===== config.mk =====
export PLATFORM = sky130hd
export DESIGN_NAME = hsv_core_ctrlstatus_irq
export DESIGN_NICKNAME = d
export VERILOG_FILES = /design/src/rtl/hsv_core_pkg.sv /design/src/rtl/hsv_core_sync_ff.sv /design/src/rtl/hsv_core_ctrlstatus_irq.sv
export SDC_FILE = /design/constraint.sdc
export NUM_CORES = 1
export LEC_CHECK = 0
export CAP_MARGIN = 20
export CORE_UTILIZATION = 50
export DETAILED_ROUTE_END_ITERATION = 12
export PLACE_DENSITY = 0.82
export RECOVER_POWER = 100
export SLEW_MARGIN = 25
export SYNTH_ARGS = -nofsm -noshare
export SYNTH_HDL_FRONTEND = slang
export SYNTH_SLANG_ARGS = --single-unit

===== constraint.sdc =====
create_clock -name clk_core -period 5.1 [get_ports clk_core]
set_input_delay 1.275 -clock clk_core [delete_from_list [all_inputs] [get_ports clk_core]]
set_output_delay 1.275 -clock clk_core [all_outputs]
set_load 0.03 [all_outputs]

===== src/rtl/hsv_core_pkg.sv =====
// Shared definitions for the ctrlstatus interrupt source block:
// cause codes, register map and pending-vector bit positions.
package hsv_core_pkg;

   localparam logic [4:0] IRQ_CAUSE_MSI = 5'd3;
   localparam logic [4:0] IRQ_CAUSE_MTI = 5'd7;
   localparam logic [4:0] IRQ_CAUSE_MEI = 5'd11;

   // Bit positions inside the {MEI, MTI, MSI} pending / enable vectors
   localparam int IRQ_BIT_MSI = 0;
   localparam int IRQ_BIT_MTI = 1;
   localparam int IRQ_BIT_MEI = 2;

   typedef enum logic [2:0] {
      REG_MTIME_LO    = 3'd0,
      REG_MTIME_HI    = 3'd1,
      REG_MTIMECMP_LO = 3'd2,
      REG_MTIMECMP_HI = 3'd3,
      REG_MSIP        = 3'd4,
      REG_EXT_EN      = 3'd5,
      REG_EXT_PEND    = 3'd6,
      REG_RSVD        = 3'd7
   } irq_reg_addr_t;

   // Priority MEI > MSI > MTI; zero when nothing is enabled and pending
   function automatic logic [4:0] irq_cause_sel(input logic [2:0] en);
      if (en[IRQ_BIT_MEI]) return IRQ_CAUSE_MEI;
      if (en[IRQ_BIT_MSI]) return IRQ_CAUSE_MSI;
      if (en[IRQ_BIT_MTI]) return IRQ_CAUSE_MTI;
      return 5'd0;
   endfunction

endpackage


===== src/rtl/hsv_core_sync_ff.sv =====
// Multi-stage flop synchroniser for asynchronous level inputs, reset to 0.
// Latency STAGES edges; no flow control.
module hsv_core_sync_ff #(
   parameter int WIDTH  = 1,
   parameter int STAGES = 2
) (
   input  logic             clk,
   input  logic             rst_n,
   input  logic [WIDTH-1:0] d,
   output logic [WIDTH-1:0] q
);

   logic [STAGES-1:0][WIDTH-1:0] stg;

   always_ff @(posedge clk or negedge rst_n) begin
      if (!rst_n) begin
         stg <= '0;
      end else begin
         stg <= {stg[STAGES-2:0], d};
      end
   end

   assign q = stg[STAGES-1];

endmodule


===== src/rtl/hsv_core_ctrlstatus_irq.sv =====
// Machine interrupt sources (external, timer, software) -> level irq + cause.
// irq/cause/mip are one edge behind registered state; no ack, no backpressure.
module hsv_core_ctrlstatus_irq
   import hsv_core_pkg::*;
#(
   parameter int NUM_EXT     = 4,
   parameter int SYNC_STAGES = 2,
   parameter int PRESCALE    = 1
) (
   input  logic               clk_core,
   input  logic               rst_core_n,
   input  logic [NUM_EXT-1:0] ext_irq_i,
   input  logic [2:0]         mie_i,
   input  logic               reg_we,
   input  logic               reg_re,
   input  logic [2:0]         reg_addr,
   input  logic [31:0]        reg_wdata,
   output logic [31:0]        reg_rdata,
   output logic [2:0]         mip_o,
   output logic               irq,
   output logic [4:0]         irq_cause
);

   localparam int PW = (PRESCALE > 1) ? $clog2(PRESCALE) : 1;

   logic [NUM_EXT-1:0] ext_sync;
   logic [NUM_EXT-1:0] ext_en;
   logic [63:0]        mtime;
   logic [63:0]        mtime_nxt;
   logic [63:0]        mtimecmp;
   logic               msip;
   logic [PW-1:0]      pcnt;
   logic               tick;
   logic [2:0]         pending;
   logic [2:0]         en;
   logic [31:0]        rd_mux;
   irq_reg_addr_t      addr;

   hsv_core_sync_ff #(
      .WIDTH  (NUM_EXT),
      .STAGES (SYNC_STAGES)
   ) u_sync (
      .clk   (clk_core),
      .rst_n (rst_core_n),
      .d     (ext_irq_i),
      .q     (ext_sync)
   );

   assign addr = irq_reg_addr_t'(reg_addr);
   assign tick = (pcnt == PW'(PRESCALE - 1));

   // A half-word write wins over the increment for that half only; no carry crosses halves
   always_comb begin
      mtime_nxt = tick ? (mtime + 64'd1) : mtime;
      if (reg_we && addr == REG_MTIME_LO) mtime_nxt = {mtime[63:32], reg_wdata};
      if (reg_we && addr == REG_MTIME_HI) mtime_nxt = {reg_wdata, mtime_nxt[31:0]};
   end

   assign pending[IRQ_BIT_MEI] = |(ext_sync & ext_en);
   assign pending[IRQ_BIT_MTI] = (mtime >= mtimecmp);
   assign pending[IRQ_BIT_MSI] = msip;
   assign en                   = pending & mie_i;

   always_comb begin
      rd_mux = '0;
      case (addr)
         REG_MTIME_LO:    rd_mux = mtime[31:0];
         REG_MTIME_HI:    rd_mux = mtime[63:32];
         REG_MTIMECMP_LO: rd_mux = mtimecmp[31:0];
         REG_MTIMECMP_HI: rd_mux = mtimecmp[63:32];
         REG_MSIP:        rd_mux = {31'd0, msip};
         REG_EXT_EN:      rd_mux = 32'(ext_en);
         REG_EXT_PEND:    rd_mux = 32'(ext_sync);
         default:         rd_mux = '0;
      endcase
   end

   always_ff @(posedge clk_core or negedge rst_core_n) begin
      if (!rst_core_n) begin
         pcnt     <= '0;
         mtime    <= '0;
         mtimecmp <= '1;
         msip     <= 1'b0;
         ext_en   <= '0;
      end else begin
         pcnt  <= tick ? '0 : pcnt + PW'(1);
         mtime <= mtime_nxt;
         if (reg_we) begin
            case (addr)
               REG_MTIMECMP_LO: mtimecmp[31:0]  <= reg_wdata;
               REG_MTIMECMP_HI: mtimecmp[63:32] <= reg_wdata;
               REG_MSIP:        msip            <= reg_wdata[0];
               REG_EXT_EN:      ext_en          <= reg_wdata[NUM_EXT-1:0];
               default: ;
            endcase
         end
      end
   end

   always_ff @(posedge clk_core or negedge rst_core_n) begin
      if (!rst_core_n) begin
         mip_o     <= '0;
         irq       <= 1'b0;
         irq_cause <= '0;
         reg_rdata <= '0;
      end else begin
         mip_o     <= pending;
         irq       <= |en;
         irq_cause <= irq_cause_sel(en);
         if (reg_re) reg_rdata <= rd_mux;
      end
   end

endmodule


==> impl_metrics.tcl, run 1 <==
set metrics [dict create \
    synth_simple_gate_area_share_pct 13.6 \
    synth_compound_gate_area_share_pct 19.4 \
    violations "max-capacitance violations, max-slew violations" \
    num_vias 8589 \
    switching_share_pct 34.3 \
    hold_start "u_sync.stg[2]$_DFF_PN0_" \
    post_cts_buffers 0 \
    powerDensity_mw_per_mm2 408 \
    synthAdderAreaFrac_pct 8.05 \
    synth.yosys.seq_area_share_pct 45.1 \
    max_slew.worst_pin.slew_ns 2.63 \
    synth_nets 1185 \
    setup.worst_path.class "input port to register" \
    clkSlewWorstSetupHoldPaths_ns 0.07 \
    synthFlopType "dfrtp_1" \
    cts_resized 0 \
    r2r_end "mtime[51]$_DFFE_PN0P_" \
    fp.dieW_um 144 \
    hold_depth 0 \
    seq_power_share_pct 44.4 \
    clockBufferDepth 2 \
    core_area_mm2 0.0197 \
    synthXorXnorAreaFrac_pct 3.12 \
    finalClockSkew_ns 0.00981 \
    synth_top_area_share_pct 28.5 \
    synth_top_family_by_area "compound AO/OA/AOI/OAI gates" \
    reg2reg_from "mtime[24]$_DFF_PN0_" \
    mappedNetlistArea_mm2 0.0101 \
    power.share.clock_pct 28.0 \
    reg2regPathDepth 7 \
    synth_cells 1074 \
    final_hold_viol_count 0 \
    rsz0062_at_grt "false" \
    initial_core_util_pct 51.4 \
    tns_ns 0 \
    io_pins 87 \
    hp-class "register to register" \
    routed_via_density 6.08 \
    peakVddDrop_mv 0.298 \
    p_sw_uw 1640 \
    pwr-share-comb_pct 27.7 \
    place_congestion 0.895 \
    die_h_um 144 \
    r2r_setup_slack_ns 2.20 \
    drive_gt1_share_pct 13.6 \
    nets 1245 \
    diodes 0 \
    p_int_uw 3150 \
    io_buffers 85 \
    wirelength_um 26700 \
    clkLatencyLatePin_ns 0.44 \
    fp-row-count 51 \
    layout_commonest_cell "nand2_1" \
    clkSinkCount 179 \
    grtUsageTotal_pct 27.5 \
    yosysWarnings 0 \
    synthMuxAreaShare_pct 4.43 \
    firstDrtPassIters 6 \
    finalPower_uw 4790 \
    finalSetupViolations 0 \
    async_flop_share_pct 100 \
    crit_path_start_kind "input port" \
    fill_cells 1662 \
    drc_errors 0 \
    ys_types 62 \
    status "finished, violations left" \
    p_leak_uw 0.00493 \
    grt_start_max_net_pins 105 \
    grt-ovfl-total 0 \
    cts_root_buf "clkbuf_16" \
    tritoncts "done" \
    syn2layout_area_growth_pct 16.2 \
    grt_pass1_wl_um 43600 \
    synth.area.top_cells "dfrtp_1 (28%), dfstp_2 (17%), ha_1 (8.1%)" \
    wire_per_inst_um 18.9 \
    critPathMaxFanout 25 \
    first_iter_violations 783 \
    die_area_mm2 0.0208 \
    htreeDepth 4 \
    required_ns 5.39 \
    antenna_found_initial 0 \
    mostFrequentLayoutCells "nand2_1 (124), dfrtp_1 (115), inv_1 (103)" \
    yosys.area.top_type "dfrtp_1" \
    post-route-period-util_pct 86.9 \
    cp-end-kind "register" \
    synth_edf_count 0 \
    maxSlewHeadroom_pct -75.6 \
    numCtsBuffers 17 \
    layout_min_cycle_time_ns 4.43 \
    detail-route-antenna-nets 0 \
    postSynthAreaPerCell_um2 9.40 \
    arrival_ns 4.73 \
    fmax_mhz 226 \
    hold-path-endpoint "u_sync.q[2]$_DFF_PN0_" \
    grt_pass1_vias 8400 \
    ys_seq_elements 179 \
    final_max_slew_viol_count 203 \
    crit_start "reg_addr[0]" \
    cap_violations 4 \
    place_hpwl_um 18200 \
    postCtsHoldBufs 0 \
    whs_ns 0.352 \
]
through the flow:
stage               worst slack [ns]  cells  utilization, %  area, µm²
global placement               0.985   1380            56.9      11200
global route                   0.428   1412            59.7      11700
finish                         0.669   1412            59.7      11700
floorplan                       1.93   1074               -      10100
detailed placement             0.822   1380            56.9      11200
CTS                             1.13   1412            59.9      11800
worst max-delay path, stage by stage:
cell	delay (ns)
dlygate4sd3_1	0.72
nor2b_1	0.37
nor2b_1	0.95
and2_1	0.90
a21oi_1	0.09
o21ai_0	0.25
o311ai_1	0.15
power by group through the flow:
stage                     Sequential (µW)  Combinational [µW]  Clock (µW)
after floorplan                      2140                 813           0
after global placement               2130                1260           0
after detailed placement             2140                1330           0
after CTS                            2120                1340        1350
after global routing                 2170                1480        1410
final                                2130                1330        1340
flip-flops by register name, summed over array words and instances (netlist names):
name / count
ext_en: 4
irq_cause: 3
mip_o: 3
msip: 1
mtime: 64
mtimecmp: 64
reg_rdata: 32
u_sync.q: 4
u_sync.stg: 4
logic make-up (layout without fill, tap and decap cells):
| kind of cell | count (synthesis) | after routing |
|---|---|---|
| AOI/OAI and AO/OA | 302 | 302 |
| and+or+nand+nor | 290 | 290 |
| DFF | 179 | 179 |
| buffers and inverters | 161 | 234 |
| adders and majority gates | 65 | 65 |
| muxes | 40 | 40 |
| xor gates and xnor gates | 36 | 36 |
| other | 1 | 1 |
metal layers:
layer | global-route usage (%) | part of all wire [%] | vias up
li1 | - | - | 3978
met1 | 37.5 | 44 | 4164
met2 | 42.9 | 46 | 396
met3 | 6.66 | 8.6 | 51
met4 | 8.86 | 2.0 | 0
met5 | 0 | 0 | -
final cells by class:
| cell class | instances | area (µm²) | share of cell area [%] |
|---|---|---|---|
| Inverter | 103 | 387 | 3.29 |
| Clock buffer | 19 | 433 | 3.69 |
| Timing Repair Buffer | 99 | 946 | 8.06 |
| Tap cell | 265 | 332 | 2.83 |
| Sequential cell | 179 | 4560 | 38.8 |
| Multi-Input combinational cell | 734 | 4920 | 41.9 |
| Clock inverter | 13 | 160 | 1.36 |
how the worst max path moves through the flow:
stage	slack (ns)	endpoint	depth (start not counted)
global placement	0.98	mtime[51]$_DFFE_PN0P_	7
finish	0.67	mtime[51]$_DFFE_PN0P_	7
global route	0.43	mtime[51]$_DFFE_PN0P_	7
CTS	1.13	mtime[51]$_DFFE_PN0P_	7
floorplan	1.93	mtime[51]$_DFFE_PN0P_	10
detailed placement	0.82	mtime[62]$_DFFE_PN0P_	7
synthesized netlist by cell type (11+ instances only):
library cell	count
a21oi_1	60
o22ai_1	37
nor3_1	15
nor2_1	49
xnor2_1	11
nand2_1	125
a221oi_1	29
inv_1	103
dfrtp_1	115
o21ai_0	86
nand3_1	34
ha_1	65
mux2_2	38
xor2_1	25
clkbuf_1	45
and3_1	13
nand4_1	21
a22o_1	30
dfstp_2	64
(Power assumes the default switching activity.)
==> run 2: changes to the inputs <==
Settings changed: HOLD_SLACK_MARGIN from default to 0.15.
==> results of run 2 <==
Same layout as run 1: the final DEF is identical, and so are final timing and power.
==> run 3: changes to the inputs <==
Settings changed: SLEW_MARGIN 25 to 20.
==> results of run 3 <==
Same layout as run 1: the final DEF is identical, and so are final timing and power.
